### config.mk
export PLATFORM = sky130hd
export DESIGN_NAME = branch_inflight_tracker
export DESIGN_NICKNAME = d
export VERILOG_FILES = /design/src/rtl/bp_pkg.sv /design/src/rtl/inflight_ring_ptr.sv /design/src/rtl/branch_inflight_tracker.sv
export SDC_FILE = /design/constraint.sdc
export NUM_CORES = 1
export LEC_CHECK = 0
export ABC_AREA = 1
export CORE_MARGIN = 2
export CORE_UTILIZATION = 40
export DETAILED_ROUTE_END_ITERATION = 8
export GPL_TIMING_DRIVEN = 0
export PLACE_DENSITY = 0.56
export SETUP_SLACK_MARGIN = 0.05
export SLEW_MARGIN = 30
export SYNTH_ARGS = -nofsm -noshare
export SYNTH_HDL_FRONTEND = slang
export SYNTH_SLANG_ARGS = --single-unit
### constraint.sdc
create_clock -name clock_i -period 22.4 [get_ports clock_i]
set_input_delay 5.6 -clock clock_i [delete_from_list [all_inputs] [get_ports clock_i]]
set_output_delay 5.6 -clock clock_i [all_outputs]
set_load 0.005 [all_outputs]
### src/rtl/bp_pkg.sv
// Types and helpers shared between branch_predictor and the in-flight branch tracker.
package bp_pkg;

   localparam int GH_DEFAULT = 4;
   localparam int GHR_MAX    = 32;

   // The GHR snapshot lives beside this struct because its width follows the GH parameter.
   typedef struct packed {
      logic        valid;
      logic        resolved;
      logic        mispredicted;
      logic [31:0] pc;
      logic        pred_taken;
      logic [31:0] pred_target;
      logic        act_taken;
      logic [31:0] act_target;
   } inflight_entry_t;

   // Shift one outcome into a history vector; callers narrow the result to their GH.
   function automatic logic [GHR_MAX-1:0] ghr_push(input logic [GHR_MAX-1:0] snap,
                                                   input logic               taken);
      return (snap << 1) | GHR_MAX'(taken);
   endfunction

endpackage

### src/rtl/inflight_ring_ptr.sv
// Head/tail/occupancy bookkeeping for the in-flight ring, including truncation back to a tag.
module inflight_ring_ptr #(
   parameter  int DEPTH    = 8,
   localparam int TAG_BITS = $clog2(DEPTH)
) (
   input  logic                clk,
   input  logic                srst,
   input  logic                alloc,
   input  logic                retire,
   input  logic                flush,
   input  logic [TAG_BITS-1:0] flush_tag,
   output logic [TAG_BITS-1:0] head,
   output logic [TAG_BITS-1:0] tail,
   output logic [TAG_BITS:0]   count
);

   localparam int CW = TAG_BITS + 1;

   logic [TAG_BITS-1:0] head_reg, head_next;
   logic [TAG_BITS-1:0] tail_reg, tail_next;
   logic [CW-1:0]       count_reg, count_next;
   logic [TAG_BITS-1:0] tag_age;

   assign tag_age = flush_tag - head_reg;

   always_comb begin
      head_next  = head_reg;
      tail_next  = tail_reg;
      count_next = count_reg;
      if (retire)
         head_next = head_reg + TAG_BITS'(1);
      // A flush keeps everything from head up to and including the flushing tag.
      if (flush) begin
         tail_next  = flush_tag + TAG_BITS'(1);
         count_next = CW'(tag_age) + CW'(1) - CW'(retire);
      end else begin
         if (alloc)
            tail_next = tail_reg + TAG_BITS'(1);
         count_next = count_reg + CW'(alloc) - CW'(retire);
      end
   end

   always_ff @(posedge clk) begin
      if (srst) begin
         head_reg  <= '0;
         tail_reg  <= '0;
         count_reg <= '0;
      end else begin
         head_reg  <= head_next;
         tail_reg  <= tail_next;
         count_reg <= count_next;
      end
   end

   assign head  = head_reg;
   assign tail  = tail_reg;
   assign count = count_reg;

endmodule

### src/rtl/branch_inflight_tracker.sv
// Holds predicted branches from fetch to retirement, raises recovery on mispredicts, trains in order.
module branch_inflight_tracker
   import bp_pkg::*;
#(
   parameter  int GH       = GH_DEFAULT,
   parameter  int DEPTH    = 8,
   localparam int TAG_BITS = $clog2(DEPTH)
) (
   input  logic                clock_i,
   input  logic                reset_i,
   input  logic                alloc_valid_i,
   input  logic [31:0]         alloc_pc_i,
   input  logic                alloc_pred_taken_i,
   input  logic [31:0]         alloc_pred_target_i,
   input  logic [GH-1:0]       alloc_ghr_snapshot_i,
   output logic                alloc_ready_o,
   output logic [TAG_BITS-1:0] alloc_tag_o,
   input  logic                resolve_valid_i,
   input  logic [TAG_BITS-1:0] resolve_tag_i,
   input  logic                resolve_taken_i,
   input  logic [31:0]         resolve_target_i,
   output logic                recover_mispredict_pulse_o,
   output logic [GH-1:0]       recover_ghr_snapshot_o,
   output logic [31:0]         recover_pc_o,
   output logic                train_valid_o,
   output logic [31:0]         train_pc_o,
   output logic                train_actual_taken_o,
   output logic [31:0]         train_actual_target_o,
   output logic [GH-1:0]       train_ghr_snapshot_o,
   output logic [TAG_BITS:0]   count_o
);

   inflight_entry_t     entry_reg [DEPTH];
   logic [GH-1:0]       snap_reg  [DEPTH];

   logic [TAG_BITS-1:0] head, tail;
   logic [TAG_BITS:0]   count;
   inflight_entry_t     head_entry, sel_entry;
   logic                retire, alloc_fire, resolve_accept, mispredict_now;
   logic [TAG_BITS-1:0] tag_age;
   logic [DEPTH-1:0]    flush_vec;

   assign head_entry = entry_reg[head];
   assign sel_entry  = entry_reg[resolve_tag_i];

   assign retire         = head_entry.valid && head_entry.resolved;
   assign resolve_accept = resolve_valid_i && sel_entry.valid && !sel_entry.resolved
                           && !sel_entry.mispredicted;
   assign mispredict_now = resolve_accept &&
                           ((resolve_taken_i != sel_entry.pred_taken) ||
                            (resolve_taken_i && (resolve_target_i != sel_entry.pred_target)));

   assign alloc_ready_o = (count != (TAG_BITS+1)'(DEPTH)) && !mispredict_now;
   assign alloc_fire    = alloc_valid_i && alloc_ready_o;
   assign alloc_tag_o   = tail;
   assign count_o       = count;

   // Age is distance from head, so "younger than the tag" is a plain unsigned compare.
   assign tag_age = resolve_tag_i - head;

   generate
      for (genvar gi = 0; gi < DEPTH; gi++) begin : g_flush
         logic [TAG_BITS-1:0] age;
         assign age           = TAG_BITS'(gi) - head;
         assign flush_vec[gi] = mispredict_now && entry_reg[gi].valid && (age > tag_age);
      end
   endgenerate

   inflight_ring_ptr #(.DEPTH(DEPTH)) u_ring_ptr (
      .clk       (clock_i),
      .srst      (reset_i),
      .alloc     (alloc_fire),
      .retire    (retire),
      .flush     (mispredict_now),
      .flush_tag (resolve_tag_i),
      .head      (head),
      .tail      (tail),
      .count     (count)
   );

   always_ff @(posedge clock_i) begin
      if (reset_i) begin
         for (int i = 0; i < DEPTH; i++)
            entry_reg[i].valid <= 1'b0;
      end else begin
         for (int i = 0; i < DEPTH; i++) begin
            if (flush_vec[i] || (retire && (head == TAG_BITS'(i))))
               entry_reg[i].valid <= 1'b0;
         end
         if (alloc_fire) begin
            entry_reg[tail] <= '{valid: 1'b1, resolved: 1'b0, mispredicted: 1'b0,
                                 pc: alloc_pc_i, pred_taken: alloc_pred_taken_i,
                                 pred_target: alloc_pred_target_i,
                                 act_taken: 1'b0, act_target: 32'd0};
            snap_reg[tail]  <= alloc_ghr_snapshot_i;
         end
         if (resolve_accept) begin
            entry_reg[resolve_tag_i].resolved     <= 1'b1;
            entry_reg[resolve_tag_i].mispredicted <= mispredict_now;
            entry_reg[resolve_tag_i].act_taken    <= resolve_taken_i;
            entry_reg[resolve_tag_i].act_target   <= resolve_target_i;
         end
      end
   end

   always_ff @(posedge clock_i) begin
      if (reset_i) begin
         recover_mispredict_pulse_o <= 1'b0;
         recover_ghr_snapshot_o     <= '0;
         recover_pc_o               <= '0;
         train_valid_o              <= 1'b0;
         train_pc_o                 <= '0;
         train_actual_taken_o       <= 1'b0;
         train_actual_target_o      <= '0;
         train_ghr_snapshot_o       <= '0;
      end else begin
         recover_mispredict_pulse_o <= mispredict_now;
         if (mispredict_now) begin
            recover_ghr_snapshot_o <= GH'(ghr_push(GHR_MAX'(snap_reg[resolve_tag_i]),
                                                   resolve_taken_i));
            recover_pc_o           <= resolve_taken_i ? resolve_target_i
                                                      : sel_entry.pc + 32'd4;
         end
         train_valid_o <= retire;
         if (retire) begin
            train_pc_o            <= head_entry.pc;
            train_actual_taken_o  <= head_entry.act_taken;
            train_actual_target_o <= head_entry.act_target;
            train_ghr_snapshot_o  <= snap_reg[head];
         end
      end
   end

endmodule

**Word-level counts from Yosys, hierarchy flattened**

Memories as Yosys holds them, arrays and structs flattened. A register that Yosys moved wholly into a read port is not among the register bits.
Cells that the tools add are included.

- RAM bits: 840
- Flip-flop bits (word level): 113
- Output and inout bits: 115
- Logic and storage cells: 148
- Memories kept: 2

Memories:

| name | depth | width | rd ports | clocked after memory_dff | wr ports | line | RTL |
|---|---|---|---|---|---|---|---|
| entry_reg | 8 | 101 | 10 | 1 | 10 | branch_inflight_tracker.sv:33 | `inflight_entry_t entry_reg [DEPTH];` |
| snap_reg | 8 | 4 | 2 | 1 | 1 | branch_inflight_tracker.sv:34 | `logic [GH-1:0] snap_reg [DEPTH];` |

- Add/subtract/negate cells: 17
- Reduce and logical (&&, ||, !) cells: 46
- Magnitude comparators: 8
- Bitwise logic cells: 9
- Eq/ne operators: 10
- Mux-type cells: 46

Operators by type and width:

| operator | number |
|---|---|
| two-way mux 1 bit | 40 |
| adder 32 x 3 -> 32 bit (second input constant) | 1 |
| logical AND 1 bit | 32 |
| two-way mux 32 bit | 1 |
| != test 32 bit | 1 |
| > comparator 3 bit | 8 |
| == test 3 bit (second input constant) | 4 |
| two-way mux 3 bit | 4 |
| subtractor 3 bit (first input constant) | 4 |
| adder 3 x 1 -> 3 bit (second input constant) | 3 |
| logical OR 1 bit | 9 |
| bitwise OR 1 bit | 8 |
| subtractor 4 x 1 -> 4 bit | 2 |
| == test 3 x 2 -> 1 bit (second input constant) | 2 |
| subtractor 1 x 3 -> 3 bit (first input constant) | 2 |
| subtractor 2 x 3 -> 3 bit (first input constant) | 2 |
| adder 3 x 1 -> 4 bit (second input constant) | 1 |
| adder 4 x 1 -> 4 bit | 1 |
| two-way mux 4 bit | 1 |
| != test 4 bit (second input constant) | 1 |
| bitwise OR 4 x 1 -> 4 bit | 1 |
| == test 3 x 1 -> 1 bit (second input constant) | 1 |
| logical NOT 1 bit | 3 |
| logical NOT 3 bit | 1 |
| other kinds (3) | 3 |

**Depth between registers and ports, before layout**

Gate-level depths: netlist of the first run.
An unclocked memory read counts as a cell.

- Depth after elaboration: 12
- Depth in mapped cells: 28
- Gate-level depth less buffers: 24

**Hierarchy**

From an unflattened synthesis of the first run, not the netlist that was laid out.

- Cell total of the unflattened synthesis: 4405
- Area total of the unflattened synthesis: 43390.4 µm²

Modules (own cells, without submodules):

| module | sequential area each (µm²) | cells an instance | area an instance (µm²) | times used |
|---|---|---|---|---|
| branch_inflight_tracker | 27206.1 | 4311 | 42687.2 | 1 |
| inflight_ring_ptr | 200.2 | 94 | 703.2 | 1 |

**Worst setup path before layout of the first run**

OpenSTA, ideal clock, no wires.

- Path type: input to output
- Start point: in resolve_tag_i[0]
- End point: out alloc_ready_o
- Slack: 9484 ps
- Stages: 16
- Arrival time: 7316 ps
- Data required time: 16800 ps
- Path through: buf_6 > inv_4 > buf_6 > buf_6 > nor2_8 > nand2_1 > o21ai_0 > a21oi_1 > nand2_1 > nor4_1 > nand2_1 > nor2_2 > nand2_2 > inv_2 > clkbuf_1 > nor2_1

- Word-level cells in the longest chain between the ends: 7
- Elaborated cells on any way between the ends: 13

Ends and longest elaborated chain:

| what | line | RTL |
|---|---|---|
| from (decl) | branch_inflight_tracker.sv:19 | `input logic [TAG_BITS-1:0] resolve_tag_i,` |
| memory (8 x 101 bit) * | - |  |
| != test 32 bit, or another cell as far along | branch_inflight_tracker.sv:51 | `(resolve_taken_i && (resolve_target_i != sel_entry.pred_target)));` |
| logical AND 1 bit (on tied branches) | branch_inflight_tracker.sv:51, branch_inflight_tracker.sv:47 |  |
| logical OR 1 bit / logical AND 1 bit (equally long branches) | branch_inflight_tracker.sv:50, branch_inflight_tracker.sv:48 |  |
| logical AND 1 bit * | branch_inflight_tracker.sv:49 | `assign mispredict_now = resolve_accept &&` |
| logical NOT 1 bit * | branch_inflight_tracker.sv:53 | `assign alloc_ready_o = (count != (TAG_BITS+1)'(DEPTH)) && !mispredict_now;` |
| logical AND 1 bit * | branch_inflight_tracker.sv:53 |  |
| to (decl) | branch_inflight_tracker.sv:16 | `output logic alloc_ready_o,` |

Mark *: on every way between the ends. The rest lies on a longest branch, timed or not.

**Worst setup path in the final report of the first run**

Ends and elaborated chain as after synthesis.

==> results.tsv, run 1 <==
metric	value	unit
Critical Path Source Type	primary input	
cell leakage power	19.7	nW
clk_lat worst skew	700	ps
largest net degree at the start of global routing	35	
clock sink count	960	
Worst Path Arrival	10110	ps
# IOs	224	
Tot GR Track Use	29.5	%
Max-Cap Viols	0	
wire per inst	26.7	um
fin crit period	15710	ps
GR Overflow Total	0	
post-CTS setup buffers	0	
critical path's most frequent cell	nand2_1	
Clock Power Share	32.4	%
crit path kind	in -> out	
pre-CTS setup slack	6810	ps
drt first pass iters	8	
required time worst endpoint	16800	ps
Worst-Margin Slew	1160	ps
Core Box Area	107000	um2
I/O Buffers	221	
Fillers	9930	
Clock Skew	41.1	ps
slowest stage delay, CP	790	ps
CP cell instances	clkdlybuf4s50_1 -> buf_6 -> inv_4 -> buf_6 -> buf_6 -> nand2_1 -> nor2_1 -> a21oi_1 -> nand2_1 -> nor2_1 -> nand2_1 -> nand2_1 -> nand3_1 -> nor2_1 -> nand2_1 -> nand2_2 -> inv_2 -> clkbuf_1 -> nor2_1 -> clkdlybuf4s50_1	
Multi-input gate area	13300	um2
power share of the combinational group	26.6	%
Met3 Wirelength	18500	um
die width	332	um
synth warn	0	
critical path endpoint category	output pin	
CTS tree	yes	
HP Class	reg -> reg	
fmax	63.6	MHz
switching power	1.76	mW
post-route ant nets	0	
Final Hold Viols	0	
Buf+Inv Stages, Crit Path	8	
Pins Over Slew Limit	0	
chip height	332	um
Largest register FFs	808	
Clock transition at path regs	60	ps
first-pass GRT wire length	234000	um
# hold bufs at CTS	0	
via count	35300	
cell internal pwr	3.43	mW
PnR worst setup slack	6690	ps
# DRC	0	
sw frac	34.0	%
initial DRC count	4961	
largest delay contributor family on the critical path	buffers and inverters	
global placement routability congestion	0.957	
setup TNS	0	ps
Power Density	100	nW/um2
RSZ-0062 raised after global routing	no	
synthesized area	43100	um2
synthesized net count	4510	
Post-Syn Instances	4366	
Reg area	27500	um2
Yosys reg bits	960	
Peak VDD IR	0.0000723	V
CP Max Fanout	10	
Avg Inst Size Synth	9.88	um2
Max Root-Sink Buffers	3	
Nets	4880	
Unique masters post-synth	55	
M1 wire length	66600	um
area grow syn2layout	19.7	%
highest metal used	met5	
number of global-route vias before repair	33000	
Seq pwr share	41.0	%
Slowest cell on crit path	clkdlybuf4s50_1	
initial antenna violation count	12	
PostCTS Resize Cnt	0	
DIE AREA	110000	um2
root buf cell	clkbuf_16	
Clock H-tree levels	3	
CTS buffer count	102	
layout cells sized above 1	7.67	%
Detail Placement HPWL	118000	um
sequential-to-total area share from yosys stat	63.7	%
Setup-failing EPs final	0	
Slew HR	21.8	%
period utilization	70.2	%
WL final	166000	um
Row Count	120	
Vias per Instance	5.67	
Initial Utilization	40.3	%
status	complete, no violations	
WL met2	73200	um
==> cells in the mapped netlist (all sizes together) <==
master | instances | area share (%)
buf | 93 | 1.5
o21ai | 511 | 5.9
nand3 | 105 | 1.3
a22oi | 30 | 0.52
o32ai | 4 | 0.081
xor2 | 9 | 0.18
o22ai | 51 | 0.74
o311ai | 3 | 0.061
a32oi | 1 | 0.020
a21oi | 188 | 2.2
or2 | 21 | 0.30
a31oi | 72 | 1.0
nand4 | 28 | 0.48
inv | 278 | 2.4
edfxtp | 824 | 57
o221ai | 1 | 0.020
o21a | 2 | 0.035
clkbuf | 161 | 1.4
o211ai | 6 | 0.10
nand3b | 10 | 0.18
nor4 | 1 | 0.015
o2111ai | 3 | 0.061
a22o | 2 | 0.041
ha | 33 | 0.96
a211oi | 33 | 0.57
a311oi | 3 | 0.061
clkinv | 35 | 0.30
dfxtp | 136 | 6.3
xnor2 | 9 | 0.18
nand2 | 1017 | 8.9
o2bb2ai | 1 | 0.020
fa | 2 | 0.093
a221oi | 9 | 0.18
nor3 | 7 | 0.081
nor2 | 677 | 6.3
==> layout make-up <==
| cell class | instances | share of cell area, % |
|---|---|---|
| sequential | 960 | 53.2 |
| multi-input combinational | 2839 | 25.7 |
| timing repair buffer | 266 | 6.63 |
| clock buffer | 138 | 5.44 |
| tap | 1403 | 3.40 |
| buffer | 254 | 2.47 |
| inverter | 313 | 2.29 |
| clock inverter | 51 | 0.867 |
| antenna | 3 | 0.0145 |
==> metrics by stage <==
stage / power [mW] / utilization, % / cell area (um2) / hold slack [ps] / instances
4_1_cts: 5.15 / 48.2 / 51600 / 466 / 6224
5_1_grt: 5.36 / 48.3 / 51700 / 490 / 6225
6_report: 5.19 / 48.3 / 51700 / 465 / 6227
3_3_place_gp: 3.46 / 44.0 / 47100 / 455 / 5990
3_5_place_dp: 3.50 / 45.2 / 48400 / 457 / 6035
2_1_floorplan: 2.82 / - / 43100 / 445 / 4366
==> logic make-up after synthesis <==
family,synth area share (%)
buffers and inverters,5.67
flip-flops,63.7
adder cells (fa/ha/maj),1.05
AO/OA/AOI/OAI,11.7
AND/OR/NAND/NOR,17.6
XOR/XNOR,0.365
==> placed cells by master (no fill, tap or decap), types with 16 or more instances in the layout <==
cell type,instances
buf_2,35
a21oi_1,188
clkdlybuf4s50_1,221
nand4_1,23
o21ai_1,40
dfxtp_1,136
a211oi_1,33
buf_6,24
nand2_1,1000
a31oi_1,72
inv_2,16
buf_4,22
nor2_1,650
clkbuf_1,175
nand3_1,101
clkbuf_16,103
buf_16,42
ha_1,33
inv_1,259
a22oi_1,30
clkinv_2,18
o21ai_0,470
o22ai_1,51
edfxtp_1,824
clkinv_1,53
==> power groups by stage <==
stage	Clock, mW	Combinational, mW	Sequential, mW
floorplan	0	0.680	2.14
global placement	0	1.29	2.17
detailed placement	0	1.34	2.16
CTS	1.68	1.34	2.13
global route	1.75	1.47	2.14
finish	1.68	1.38	2.13
==> routing by layer <==
metal	vias to the layer above	global-route usage (%)
met3	426	6.72
met5	-	0
met4	14	13.2
met1	17100	40.1
li1	15700	-
met2	2058	45.2
==> worst paths after layout <==
path / start / to / slack, ps / cells past startpoint
setup / recovery: resolve_tag_i[0] / alloc_ready_o / 6690 / 20
hold reg to reg: train_ghr_snapshot_o[1] / train_ghr_snapshot_o[1] / 460 / 2
setup reg to reg: flip-flop / u_ring_ptr.count[2] / 17180 / 15
hold / removal: train_ghr_snapshot_o[1] / train_ghr_snapshot_o[1] / 460 / 2
==> tightest hold or removal path: cells and delay by family (launching register included) <==
kind / cells / cell delay (ps)
AND/OR/NAND/NOR: 1 / 60
AO/OA/AOI/OAI: 1 / 50
flip-flops: 1 / 310
Note: power is estimated with default switching activity, not from simulation.
==> inputs of run 2 (changes only) <==
--- a/config.mk
+++ b/config.mk
@@ -10,7 +10,7 @@
 export CORE_UTILIZATION = 40
 export DETAILED_ROUTE_END_ITERATION = 8
 export GPL_TIMING_DRIVEN = 0
-export PLACE_DENSITY = 0.56
+export PLACE_DENSITY = 0.58
 export SETUP_SLACK_MARGIN = 0.05
 export SLEW_MARGIN = 30
 export SYNTH_ARGS = -nofsm -noshare
==> constraint.sdc (replaced) <==
create_clock -name clock_i -period 13.8 [get_ports clock_i]
set_input_delay 3.45 -clock clock_i [delete_from_list [all_inputs] [get_ports clock_i]]
set_output_delay 3.45 -clock clock_i [all_outputs]
set_load 0.005 [all_outputs]
==> results.tsv, run 2 (synthesized netlist as in run 1, its figures left out) <==
metric	value	unit
Final Hold Viols	0	
cell leakage power	19.8	nW
post-CTS setup buffers	0	
Initial Utilization	40.3	%
Slew HR	20.9	%
Setup-failing EPs final	0	
RSZ-0062 raised after global routing	no	
Multi-input gate area	13300	um2
WL final	167000	um
period utilization	82.9	%
HP Class	reg -> reg	
Max-Cap Viols	0	
chip height	332	um
clk_lat worst skew	740	ps
global placement routability congestion	0.959	
# DRC	0	
# hold bufs at CTS	0	
Largest register FFs	808	
Reg area	27500	um2
I/O Buffers	221	
root buf cell	clkbuf_16	
Nets	4881	
hold depth	2	
required time worst endpoint	10350	ps
largest net degree at the start of global routing	35	
first-pass GRT wire length	234000	um
Row Count	120	
critical path endpoint category	output pin	
CTS tree	yes	
Fillers	9800	
Power Density	165	nW/um2
clock sink count	960	
DIE AREA	110000	um2
# IOs	224	
Critical Path Source Type	primary input	
initial DRC count	4960	
commonest cells after routing, fill and taps aside	1000 x nand2_1, 824 x edfxtp_1, 650 x nor2_1	
die width	332	um
drt first pass iters	6	
Detail Placement HPWL	117000	um
Tot GR Track Use	29.4	%
Clock transition at path regs	60	ps
Reg2Reg Depth	15	
Clock H-tree levels	3	
Core Box Area	107000	um2
fin crit period	11450	ps
r2r setup slk	8730	ps
worst min-delay path endpoint	recover_pc_o[21]	
RR Endpoint	u_ring_ptr.count[2]	
wire per inst	26.7	um
commonest non-fill, non-tap cell in the layout	nand2_1	
Vias per Instance	5.66	
Worst-Margin Slew	1190	ps
Worst Path Arrival	8000	ps
CTS buffer count	103	
hold path startpoint	recover_pc_o[21]	
Pins Over Slew Limit	0	
Peak VDD IR	0.000100	V
fmax	87.4	MHz
crit path kind	in -> out	
PostCTS Resize Cnt	0	
number of global-route vias before repair	32900	
Max Root-Sink Buffers	3	
status	complete, no violations	
Hold Slack	469	ps
layout cells sized above 1	8.06	%
post-route ant nets	0	
GR Overflow Total	0	
initial antenna violation count	19	
Final Power	8.55	mW
area grow syn2layout	20.3	%
via count	35300	
CP Max Fanout	10	
Clock Skew	71.0	ps
[run 2: cell count changes in the layout (fill, tap and decap cells not counted), sizes merged]
cell | previous run | this run
clkinv | 73 | 75
inv | 283 | 285
clkinvlp | 1 | 3
bufinv | 7 | 9
clkbuf | 299 | 297
diode | 3 | 8
[run 2: final cells by class]
class                   count  area share [%]
flip-flops and latches    960            52.9
multi-input cells        2839            25.6
repair buffers            266            6.59
clock buffers             136            5.50
well taps                1403            3.38
plain buffers             254            2.46
inverters                 313            2.28
clock inverters            59            1.19
diodes                      8          0.0386
[run 2: where the power goes]
part,leakage [nW],switching (mW),internal (mW)
sequential,8.88,0.120,3.33
combinational,9.17,1.57,0.673
clock,1.71,1.22,1.63
[run 2: through the flow]
| stage | std cells | cell area, um2 | utilization (%) | TNS, ps | worst slack, ps |
|---|---|---|---|---|---|
| floorplan | 4366 | 43100 | - | 0 | 4410 |
| global placement | 5990 | 47100 | 44.0 | -203520 | -2350 |
| detailed placement | 6035 | 48400 | 45.2 | 0 | 2510 |
| CTS | 6230 | 51900 | 48.4 | 0 | 2500 |
| global route | 6232 | 51900 | 48.4 | 0 | 2260 |
| finish | 6238 | 51900 | 48.5 | 0 | 2350 |
[run 2: worst max-delay path, stage by stage]
cell and delay, ps:
clkdlybuf4s50_1 700, buf_6 290, inv_4 90, buf_2 350
nand2_1 110, nand3_1 100, nand2_1 80, nor2_1 350
nor2_1 120, nor2_1 190, nand2_1 80, nor2_1 100
nand3_1 80, nor2_1 160, nand2_1 250, nand2_2 230
inv_2 60, clkbuf_1 350, nor2_1 290, clkdlybuf4s50_1 550
[run 2: worst max path at each step]
| stage | startpoint | to | slack [ps] |
|---|---|---|---|
| floorplan | resolve_tag_i[0] | entry_reg[2][0] | 4410 |
| global placement | resolve_tag_i[0] | entry_reg[6][12] | -2350 |
| detailed placement | resolve_tag_i[0] | alloc_ready_o | 2510 |
| CTS | resolve_tag_i[0] | alloc_ready_o | 2500 |
| global route | resolve_tag_i[0] | alloc_ready_o | 2260 |
| finish | resolve_tag_i[0] | alloc_ready_o | 2350 |
[run 2: metal layers]
metal | GRT usage [%] | vias to the layer above | share of wire, %
li1 | - | 15700 | -
met1 | 38.9 | 16900 | 39
met2 | 44.7 | 2236 | 44
met3 | 7.95 | 442 | 12
met4 | 14.1 | 24 | 5.0
met5 | 0 | - | 0.084
